==> config.mk <==
export PLATFORM = sky130hd
export DESIGN_NAME = cpu_sequencer
export DESIGN_NICKNAME = d
export VERILOG_FILES = /design/src/rtl/cpu_pkg.sv /design/src/rtl/cpu_sequencer_pc_next.sv /design/src/rtl/cpu_sequencer.sv
export SDC_FILE = /design/constraint.sdc
export NUM_CORES = 1
export LEC_CHECK = 0
export ABC_AREA = 1
export ABC_CLOCK_PERIOD_IN_PS = 7150
export CAP_MARGIN = 20
export CELL_PAD_IN_SITES_DETAIL_PLACEMENT = 1
export CELL_PAD_IN_SITES_GLOBAL_PLACEMENT = 1
export CORE_MARGIN = 10
export CORE_UTILIZATION = 37
export CTS_BUF_LIST = sky130_fd_sc_hd__clkbuf_8
export CTS_CLUSTER_DIAMETER = 30
export CTS_CLUSTER_SIZE = 12
export DETAILED_ROUTE_END_ITERATION = 10
export HOLD_SLACK_MARGIN = 0.12
export PLACE_DENSITY_LB_ADDON = 0.1
export SLEW_MARGIN = 20
export SYNTH_ARGS = -nofsm -noshare
export SYNTH_HDL_FRONTEND = slang
export SYNTH_SLANG_ARGS = --single-unit
export TNS_END_PERCENT = 50
==> constraint.sdc <==
create_clock -name clk -period 7.15 [get_ports clk]
set_input_delay 1.43 -clock clk [delete_from_list [all_inputs] [get_ports clk]]
set_output_delay 1.43 -clock clk [all_outputs]
set_load 0.05 [all_outputs]
==> src/rtl/cpu_pkg.sv <==
// Shared opcode values, sequencer state encoding and sign-extension helper.
package cpu_pkg;

    localparam logic [2:0] OP_R    = 3'd0;
    localparam logic [2:0] OP_ADDI = 3'd1;
    localparam logic [2:0] OP_LW   = 3'd2;
    localparam logic [2:0] OP_SW   = 3'd3;
    localparam logic [2:0] OP_BEQ  = 3'd4;
    localparam logic [2:0] OP_J    = 3'd5;
    localparam logic [2:0] OP_RSV  = 3'd6;
    localparam logic [2:0] OP_HALT = 3'd7;

    typedef enum logic [2:0] {
        IDLE   = 3'd0,
        FETCH  = 3'd1,
        DECODE = 3'd2,
        EXEC   = 3'd3,
        MEM    = 3'd4,
        WB     = 3'd5,
        HALT   = 3'd6
    } state_t;

    // Sign-extend the low 'bits' bits of v to 16 bits.
    function automatic logic [15:0] sext(input logic [15:0] v, input int unsigned bits);
        logic signed [15:0] t;
        t = $signed(v << (16 - bits));
        return $unsigned(t >>> (16 - bits));
    endfunction

endpackage

==> src/rtl/cpu_sequencer_pc_next.sv <==
// Combinational next-PC resolution for branches and jumps.
module pc_next_unit
    import cpu_pkg::*;
(
    input  logic [15:0] pc,
    input  logic [15:0] instr,
    input  logic        is_zero,
    output logic [15:0] next_pc
);

    logic [15:0] seq_pc;

    assign seq_pc = pc + 16'd1;

    // Sequential PC unless a taken BEQ or a J redirects relative to pc+1.
    always_comb begin
        next_pc = seq_pc;
        case (instr[15:13])
            OP_BEQ:  if (is_zero) next_pc = seq_pc + sext(instr, 7);
            OP_J:    next_pc = seq_pc + sext(instr, 13);
            default: next_pc = seq_pc;
        endcase
    end

endmodule

==> src/rtl/cpu_sequencer.sv <==
// Multi-cycle FETCH/DECODE/EXEC/MEM/WB sequencer owning the program counter.
module cpu_sequencer
    import cpu_pkg::*;
#(
    parameter logic [15:0] PC_RESET    = 16'h0000,
    parameter int unsigned MEM_TIMEOUT = 8,
    parameter int unsigned CNT_W       = 16
) (
    input  logic             clk,
    input  logic             rst,
    input  logic             run,
    input  logic [15:0]      instr,
    input  logic             is_zero,
    input  logic             mem_ready,
    output logic [15:0]      pc,
    output logic             ir_load,
    output logic             rf_we,
    output logic             mem_req,
    output logic             mem_we,
    output logic [2:0]       state,
    output logic             halted,
    output logic             fault,
    output logic [CNT_W-1:0] retired
);

    state_t      state_q;
    logic [15:0] ir;
    logic [7:0]  mem_cnt;
    logic [15:0] next_pc;
    logic [2:0]  op;

    // pc moves during EXEC, so the opcode must come from the copy taken in FETCH.
    assign op    = ir[15:13];
    assign state = state_q;

    pc_next_unit u_pc_next (
        .pc      (pc),
        .instr   (ir),
        .is_zero (is_zero),
        .next_pc (next_pc)
    );

    // Sequencer FSM; every output is registered on entry to the state it belongs to.
    always_ff @(posedge clk) begin
        if (rst) begin
            state_q <= IDLE;
            pc      <= PC_RESET;
            ir      <= '0;
            mem_cnt <= '0;
            ir_load <= 1'b0;
            rf_we   <= 1'b0;
            mem_req <= 1'b0;
            mem_we  <= 1'b0;
            halted  <= 1'b0;
            fault   <= 1'b0;
            retired <= '0;
        end else begin
            ir_load <= 1'b0;
            rf_we   <= 1'b0;
            mem_req <= 1'b0;
            mem_we  <= 1'b0;
            case (state_q)
                IDLE: begin
                    if (run) begin
                        state_q <= FETCH;
                        ir_load <= 1'b1;
                    end
                end
                FETCH: begin
                    ir      <= instr;
                    state_q <= DECODE;
                end
                DECODE: begin
                    case (op)
                        OP_HALT: begin
                            state_q <= HALT;
                            halted  <= 1'b1;
                            retired <= retired + 1'b1;
                        end
                        OP_RSV: begin
                            state_q <= HALT;
                            halted  <= 1'b1;
                            fault   <= 1'b1;
                        end
                        default: state_q <= EXEC;
                    endcase
                end
                EXEC: begin
                    pc <= next_pc;
                    case (op)
                        OP_R, OP_ADDI: begin
                            state_q <= WB;
                            rf_we   <= 1'b1;
                        end
                        OP_LW, OP_SW: begin
                            state_q <= MEM;
                            mem_req <= 1'b1;
                            mem_we  <= (op == OP_SW);
                            mem_cnt <= 8'd1;
                        end
                        default: begin
                            state_q <= FETCH;
                            ir_load <= 1'b1;
                            retired <= retired + 1'b1;
                        end
                    endcase
                end
                MEM: begin
                    if (mem_ready) begin
                        if (op == OP_LW) begin
                            state_q <= WB;
                            rf_we   <= 1'b1;
                        end else begin
                            state_q <= FETCH;
                            ir_load <= 1'b1;
                            retired <= retired + 1'b1;
                        end
                    end else if (mem_cnt == 8'(MEM_TIMEOUT)) begin
                        state_q <= HALT;
                        halted  <= 1'b1;
                        fault   <= 1'b1;
                    end else begin
                        mem_cnt <= mem_cnt + 8'd1;
                        mem_req <= 1'b1;
                        mem_we  <= (op == OP_SW);
                    end
                end
                WB: begin
                    state_q <= FETCH;
                    ir_load <= 1'b1;
                    retired <= retired + 1'b1;
                end
                HALT: state_q <= HALT;
                default: state_q <= IDLE;
            endcase
        end
    end

endmodule

==> results of run 1 <==
-- sequential cells by signal, indices dropped and copies added (netlist names) --
register	count
state	3
mem_req	1
ir_load	1
halted	1
fault	1
mem_we	1
retired	16
rf_we	1
pc	16
ir	16
mem_cnt	8
-- worst reg2reg max path: stages, from the launching register on --
cell	delay (ns)
dfxtp_1	0.42
ha_1	0.21
nand2_1	0.09
inv_1	0.09
nand3_1	0.12
nor2_1	0.40
inv_1	0.08
nand2_1	0.09
inv_1	0.06
ha_1	0.34
nand2_1	0.11
inv_1	0.05
a21oi_1	0.20
nand2_1	0.25
nand2_1	0.18
nand2_1	0.09
nand2_1	0.09
nand2_1	0.05
nand2_1	0.06
nand3_1	0.08
nand3_1	0.12
nand2_1	0.05
inv_1	0.04
-- kinds of logic after synthesis --
group,after synthesis,share of synthesized area [%]
XOR/XNOR,22,3.99
flip-flops,65,26.9
buffers and inverters,124,9.68
AND/OR/NAND/NOR,378,34.3
adder cells (fa/ha/maj),34,8.95
AO/OA/AOI/OAI,142,16.1
-- power by group through the flow --
stage / Sequential [mW] / Combinational (mW) / Clock, mW
after CTS: 0.431 / 0.333 / 0.340
after global routing: 0.437 / 0.370 / 0.358
after global placement: 0.439 / 0.322 / 0
after floorplan: 0.465 / 0.196 / 0
final: 0.432 / 0.330 / 0.333
after detailed placement: 0.440 / 0.331 / 0
-- area by class of cell --
cell class	count	area, sq um
clock inverter	5	55.1
clock buffer	11	151
timing repair buffer	63	626
inverter	112	423
fill	1764	6890
tap	172	215
multi-input combinational	576	3070
sequential	65	1300
-- stage by stage --
step	area [sq um]	setup WS (ns)	util, %	total power [mW]	cells
2_1_floorplan	4830	4.10	-	0.661	765
3_3_place_gp	5630	3.76	44.3	0.761	988
3_5_place_dp	5630	3.63	44.3	0.770	988
4_1_cts	5840	3.84	45.9	1.10	1004
5_1_grt	5840	3.35	45.9	1.16	1004
6_report	5840	3.83	45.9	1.09	1004
-- per-layer routing --
layer	vias up	GRT usage (%)	wire length, um
met5	-	0	0
met4	0	4.41	160
met3	13	3.14	596
met2	85	29.2	7400
met1	2389	22.4	7490
li1	2602	-	-
-- path summary, 6_finish.rpt --
check,startpoint,end,slack [ns],cells past startpoint
worst max register to register,pc[0],pc[13],3.83,22
worst min-delay path,mem_cnt[0],mem_cnt[0],0.49,1
worst max-delay path,pc[0],pc[13],3.83,22
worst min register to register,mem_cnt[0],mem_cnt[0],0.49,1
-- cells in the mapped netlist, types with 7 or more instances --
cell,number,area share (%)
nand2_1,184,14
nor2_1,92,7.1
nand3_1,50,5.2
xor2_1,15,2.7
o21ai_0,54,5.6
ha_1,33,8.5
xnor2_1,7,1.3
a21oi_1,62,6.4
clkbuf_1,12,0.93
dfxtp_1,65,27
inv_1,106,8.2
nor3_1,19,2.0
==> flow_summary_export.csv, run 1 <==
group,metric,value,unit
run_status,status,"finished, final reports clean",
flow_run,maxCapViolCount,0,
finish,final_common_cell,"nand2_1",
finish,diodes,0,
sta,tightest_slew,0.975,ns
sta,slew_headroom,34.9,%
finish,syn_to_final_growth,20.7,%
sta,final-hold-violation-count,0,
sta,min_period,3.32,ns
detailed_routing,vias,5089,
critical_path,crit_slowest_cell,"dfxtp_1",
placement,finalWeightedCongestion,0.875,
sta,finalSetupViolations,0,
power_and_ir_drop,p_switching,0.413,mW
critical_path,crit_family,"simple AND/OR/NAND/NOR gates",
synthesis,yosysUniqueCellTypes,40,
global_route,grt_pass1_wl,26000,um
detailed_routing,vias_per_cell,5.07,
critical_path,cpPeakStageDelay,0.42,ns
placement,port_buffers,61,
synthesis,ys_seq_area_share,26.9,%
clocking,cts_hold_buf,0,
global_route,grt_usage,17.4,%
clocking,cts_root_buf,"clkbuf_8",
floorplanning,core_area,12700,sq um
global_route,grt_pass1_vias,5316,
power_and_ir_drop,swShare,37.7,%
floorplanning,start_util,38.0,%
sta,period_share,46.5,%
sta,finalSetupTns,0,ns
sta,max_freq,0.301,GHz
detailed_routing,wl_per_cell,15.6,um
sta,whs,0.490,ns
critical_path,worstPathBufferInverterCount,5,
power_and_ir_drop,intPower,0.682,mW
power_and_ir_drop,power_frac_seq,39.4,%
critical_path,worstPathRequired,7.46,ns
power_and_ir_drop,irDropWorstVdd,0.000120,V
power_and_ir_drop,p_clk_share,30.4,%
clocking,clkTransAtPathRegs,0.07,ns
clocking,cts_setup_buffers,0,
finish,final_cell_mix,"nand2_1, inv_1, nor2_1",
power_and_ir_drop,powerDensity,188,nW/um^2
power_and_ir_drop,p_leak,2.71,nW
detailed_routing,routed_wl,15600,um
synthesis,synth_edf_count,0,
clocking,ctsResizeCount,0,
critical_path,cp-end-kind,"flip-flop",
floorplanning,ios,62,
critical_path,crit_fanout,9,
clocking,clk_latency,0.36,ns
floorplanning,die_y,134,um
hold_path,hp-class,"flip-flop to flip-flop",
floorplanning,rows,41,
global_route,overflow,0,
clocking,cts_buffers,9,
finish,num-nets-final,882,
synthesis,async_flop_share,0,%
critical_path,cpMostUsedCell,"nand2_1",
clocking,cts_max_level,3,
floorplanning,die_x,134,um
clocking,cts_sinks,65,
critical_path,worstSetupPathType,"flip-flop to flip-flop",
critical_path,cp-start-kind,"flip-flop",
detailed_routing,drt-pass1-iter-count,4,
critical_path,critical_path.cell_chain,"ha_1, nand2_1, inv_1, nand3_1, nor2_1, inv_1, nand2_1, inv_1, ha_1, nand2_1, inv_1, a21oi_1, nand2_1, nand2_1, nand2_1, nand2_1, nand2_1, nand2_1, nand3_1, nand3_1, nand2_1, inv_1",
synthesis,syn-num-nets,820,
clocking,cts_tree,"yes",
finish,layout-drive-gt1-share,5.53,%
global_route,antenna_found_initial,0,
placement,dp_hpwl,12600,um
power_and_ir_drop,comb_power_share,30.1,%
floorplanning,die_area,18000,sq um
sta,finClkSkew,0.0145,ns
synthesis,avgSynthCellArea,6.32,sq um
synthesis,postSynthCellCount,765,
clocking,clk_path_buf_depth,2,
global_route,grt_max_degree,36,
detailed_routing,ant_nets,0,
detailed_routing,drc,0,
synthesis,synth_ff_type,"dfxtp_1",
detailed_routing,initialDrtViolationCount,228,
critical_path,critPathArrivalTime,3.63,ns
synthesis,synth_warnings,0,
sta,rsz0062_at_grt,"false",
synthesis,syn_area,4830,sq um
sta,drv_slew,0,
synthesis,ys_seq_elements,65,
No activity file was read; power rests on OpenSTA's default activity.
==> run 2, diff against run 1 <==
Settings changed: ABC_CLOCK_PERIOD_IN_PS 7150 to 3000.
Clock period 7.15 ns to 3 ns, I/O delays scaled along.
==> flow_summary_export.csv, run 2 (synthesized netlist as in run 1, its figures left out) <==
group,metric,value,unit
critical_path,cp-end-kind,"flip-flop",
clocking,clk_path_buf_depth,2,
hold_path,hp-class,"flip-flop to flip-flop",
critical_path,rr_worst_depth,19,
hold_path,min-delay-start,"halted",
critical_path,cp-start-kind,"flip-flop",
clocking,cts_max_level,3,
detailed_routing,initialDrtViolationCount,273,
finish,fillers,1736,
detailed_routing,vias_per_cell,5.23,
placement,dp_hpwl,13200,um
clocking,cts_root_buf,"clkbuf_8",
clocking,cts_tree,"yes",
critical_path,r2r-start,"pc[0]",
critical_path,critPathArrivalTime,3.07,ns
clocking,cts_buffers,9,
critical_path,cpMostUsedCell,"nand2_1",
sta,tightest_slew,0.658,ns
detailed_routing,vias,5340,
run_status,status,"finished, final reports clean",
sta,finalSetupTns,0,ns
hold_path,holdPathEnd,"halted",
critical_path,worstPathRequired,3.27,ns
power_and_ir_drop,irDropWorstVdd,0.000275,V
finish,final-seq-area,1310,sq um
global_route,antenna_found_initial,0,
finish,layout-drive-gt1-share,10.7,%
hold_path,whs_path_depth,2,
placement,place_inst,1003,
placement,post_dp_cell_area,5750,sq um
floorplanning,ios,62,
sta,drv_slew,0,
finish,largestRegisters,"ir: 16 flops, pc: 16 flops, retired: 16 flops",
finish,final_cell_mix,"nand2_1, inv_1, nor2_1",
finish,num-nets-final,900,
sta,rsz0062_at_grt,"true",
placement,preCtsSetupSlack,-0.123,ns
floorplanning,die_y,134,um
sta,period_share,93.2,%
placement,finalWeightedCongestion,0.968,
sta,slew_headroom,56.1,%
global_route,grt_max_degree,36,
critical_path,r2r_end,"pc[11]",
detailed_routing,ant_nets,0,
global_route,grt_pass1_wl,27400,um
placement,port_buffers,61,
finish,multi_input_area,3220,sq um
global_route,overflow,0,
finish,design_area,6110,sq um
detailed_routing,drt-pass1-iter-count,5,
power_and_ir_drop,p_total,2.68,mW
critical_path,worstSetupPathType,"flip-flop to flip-flop",
finish,post-route-util,48.0,%
detailed_routing,drc,0,
sta,min_period,2.79,ns
clocking,cts_sinks,65,
finish,syn_to_final_growth,26.4,%
detailed_routing,routed_wl,17200,um
clocking,clkTransAtPathRegs,0.08,ns
global_route,grt_pass1_vias,5402,
floorplanning,start_util,38.0,%
sta,whs,0.488,ns
finish,final_common_cell,"nand2_1",
sta,layout_setup_ws,0.205,ns
floorplanning,core_area,12700,sq um
flow_run,maxCapViolCount,0,
floorplanning,die_area,18000,sq um
finish,diodes,0,
clocking,clk_latency,0.38,ns
global_route,grt_usage,18.5,%
sta,final-hold-violation-count,0,
critical_path,critical_path.cell_chain,"ha_1, nand2_1, inv_1, nand3_1, nor2_2, nand2_1, xor2_2, inv_2, ha_1, nand2_1, nand2_1, nand2_1, nand2_1, inv_1, nand2_1, o21ai_0, nand3b_1, nand2_1, inv_1",
detailed_routing,wl_per_cell,16.8,um
sta,finClkSkew,0.0185,ns
critical_path,r2r_slack,0.21,ns
critical_path,crit_fanout,6,
finish,stdcell_count,1022,
critical_path,cpPeakStageDelay,0.38,ns
sta,finalSetupViolations,0,
sta,max_freq,0.358,GHz
critical_path,crit_slowest_cell,"dfxtp_4",
power_and_ir_drop,p_leak,2.81,nW
power_and_ir_drop,powerDensity,438,nW/um^2
floorplanning,rows,41,
floorplanning,die_x,134,um
run 2: cell types whose count changed in the layout (fill, tap and decap cells not counted), sizes merged:
cell,before,now
buf,2,20
clkbuf,11,9
clkinv,2,3
inv,113,114
run 2: worst max-delay path by stage:
stage                from     end  slack (ns)  cells after the start
detailed placement  pc[0]  pc[10]       -0.12                     18
floorplan           pc[2]  pc[13]        0.14                     20
global route        pc[0]  pc[15]       -0.07                     20
global placement    pc[0]  pc[10]       -0.05                     18
CTS                 pc[0]  pc[10]        0.02                     18
finish              pc[0]  pc[11]        0.21                     19
run 2: report_power, final:
part | internal (mW) | total (mW) | switching, mW
logic | 0.305 | 0.884 | 0.579
registers | 0.933 | 1.02 | 0.0876
clock network | 0.377 | 0.771 | 0.395
total | 1.61 | 2.68 | 1.06
run 2: layout make-up:
| class | instances | area share [%] |
|---|---|---|
| sequential | 65 | 21.4 |
| multi-input combinational | 576 | 52.6 |
| timing repair buffer | 81 | 12.4 |
| clock buffer | 9 | 2.03 |
| tap | 172 | 3.52 |
| inverter | 112 | 6.92 |
| clock inverter | 7 | 1.04 |
run 2: critical path: cells and delay by family (launching register included):
kind	cells	cell delay, ns
buffers and inverters	4	0.27
XOR/XNOR	1	0.19
adder cells (fa/ha/maj)	2	0.49
flip-flops	1	0.38
AND/OR/NAND/NOR	11	1.12
AO/OA/AOI/OAI	1	0.24
run 2: what timing repair did:
action | 4_1_cts | 5_1_grt
setup endpoints to repair | 1 | 7
resized for setup | 3 | 30
pin swaps | 0 | 4
cloned | 0 | 0
buffers inserted | 0 | 3
hold buffers | 0 | 0
run 2: routing by layer:
metal	up-vias	global-route usage, %	routed length (um)
met5	-	0	0
met2	109	30.3	8070
met4	0	4.53	257
li1	2636	-	-
met1	2572	24.1	8020
met3	23	3.85	827
==> run 3, diff against run 2 <==
Settings changed: CORE_MARGIN 10 to not set.
==> flow_summary_export.csv, run 3 (synthesized netlist as in run 1, its figures left out) <==
group,metric,value,unit
clocking,cts_max_level,3,
global_route,grt_max_degree,28,
power_and_ir_drop,irDropWorstVdd,0.000276,V
floorplanning,die_area,13500,sq um
floorplanning,start_util,38.2,%
flow_run,maxCapViolCount,0,
sta,drv_slew,0,
placement,dp_hpwl,13000,um
clocking,cts_tree,"yes",
global_route,antenna_found_initial,0,
detailed_routing,wl_per_cell,16.4,um
clocking,clkTransAtPathRegs,0.08,ns
critical_path,cp-start-kind,"flip-flop",
critical_path,rr_worst_depth,22,
floorplanning,die_x,116,um
detailed_routing,drc,0,
critical_path,crit_fanout,6,
critical_path,cp-end-kind,"flip-flop",
floorplanning,die_y,116,um
finish,final-seq-area,1310,sq um
finish,multi_input_area,3250,sq um
floorplanning,rows,41,
detailed_routing,initialDrtViolationCount,267,
finish,largestRegisters,"ir: 16 flops, pc: 16 flops, retired: 16 flops",
finish,fillers,1731,
detailed_routing,ant_nets,0,
clocking,cts_hold_buf,0,
finish,num-nets-final,899,
sta,whs,0.495,ns
sta,finalSetupViolations,0,
sta,min_period,2.85,ns
finish,final_common_cell,"nand2_1",
sta,slew_headroom,55.5,%
clocking,clk_path_buf_depth,2,
global_route,overflow,0,
finish,layout-drive-gt1-share,11.7,%
floorplanning,core_area,12700,sq um
hold_path,whs_path_depth,2,
sta,max_freq,0.351,GHz
critical_path,critPathArrivalTime,3.16,ns
critical_path,worstSetupPathType,"flip-flop to flip-flop",
sta,period_share,95.0,%
detailed_routing,drt-pass1-iter-count,4,
clocking,cts_sinks,65,
clocking,cts_buffers,9,
floorplanning,ios,62,
sta,finClkSkew,0.0115,ns
placement,port_buffers,61,
finish,design_area,6120,sq um
detailed_routing,vias_per_cell,5.22,
placement,post_dp_cell_area,5730,sq um
global_route,grt_usage,26.0,%
clocking,clk_latency,0.38,ns
power_and_ir_drop,powerDensity,424,nW/um^2
clocking,cts_root_buf,"clkbuf_8",
detailed_routing,routed_wl,16800,um
finish,syn_to_final_growth,26.6,%
run_status,status,"finished, final reports clean",
detailed_routing,vias,5326,
hold_path,hp-class,"flip-flop to flip-flop",
finish,final_cell_mix,"nand2_1, inv_1, nor2_1",
power_and_ir_drop,p_leak,2.78,nW
placement,finalWeightedCongestion,0.949,
sta,final-hold-violation-count,0,
finish,diodes,0,
critical_path,worstPathRequired,3.31,ns
global_route,grt_pass1_wl,27100,um
sta,tightest_slew,0.666,ns
global_route,grt_pass1_vias,5452,
run 3: cell types whose count changed in the layout (fill, tap and decap cells not counted), moves of 2 or more:
cell / before / now
a21oi_1: 59 / 57
a21oi_2: 3 / 5
ha_1: 28 / 24
ha_2: 0 / 2
ha_4: 5 / 7
nand2_1: 179 / 177
nand2_2: 6 / 9
run 3: metal layers:
metal,GRT usage [%],part of all wire [%],vias up
li1,-,-,2632
met1,34.2,46,2584
met2,43.4,49,96
met3,5.55,3.9,14
met4,5.56,1.2,0
met5,0,0,-
run 3: path summary, 6_finish.rpt:
check	to	slack, ns	from
setup / recovery	pc[15]	0.15	pc[0]
hold / removal	halted	0.50	halted
setup reg to reg	pc[15]	0.15	pc[0]
hold reg to reg	halted	0.50	halted
run 3: metrics by stage:
step	util, %	power, mW	cells	worst slack [ns]	TNS (ns)
2_1_floorplan	-	1.58	765	0.136	0
3_3_place_gp	45.2	1.83	1001	-0.107	-0.176
3_5_place_dp	45.2	1.86	1001	-0.171	-0.465
4_1_cts	46.8	2.56	1019	0.00242	0
5_1_grt	48.3	2.75	1021	-0.0464	-0.165
6_report	48.3	2.59	1021	0.149	0
run 3: power by group:
group / internal, mW / switching [mW]
clock network: 0.299 / 0.390
logic: 0.308 / 0.578
registers: 0.933 / 0.0866
run 3: critical path, stage by stage, from the launching register on:
cell and delay, ns:
dfxtp_4 0.38, ha_1 0.18, nand2_1 0.09, inv_1 0.10
nand3_2 0.12, nor2_4 0.14, inv_1 0.05, nand2_1 0.08
inv_1 0.09, ha_4 0.24, nand2_1 0.08, inv_1 0.05
a21oi_2 0.20, nand2_4 0.11, buf_4 0.15, buf_4 0.12
nand2_1 0.08, nand2_1 0.05, nand2_1 0.08, nand3_1 0.09
nand2_1 0.07, nand3_1 0.08, a21oi_1 0.14
run 3: final cells by class:
type	count	share of cell area, %
Multi-Input combinational cell	576	53.1
Clock inverter	7	0.777
Sequential cell	65	21.4
Tap cell	172	3.52
Clock buffer	9	2.02
Timing Repair Buffer	80	12.3
Inverter	112	6.91
run 3: timing repair:
item	4_1_cts	5_1_grt
buffers inserted	2	2
cloned	0	0
endpoints found under the setup margin	5	8
pin swaps	1	3
hold endpoints to repair	0	0
resized for setup	6	37
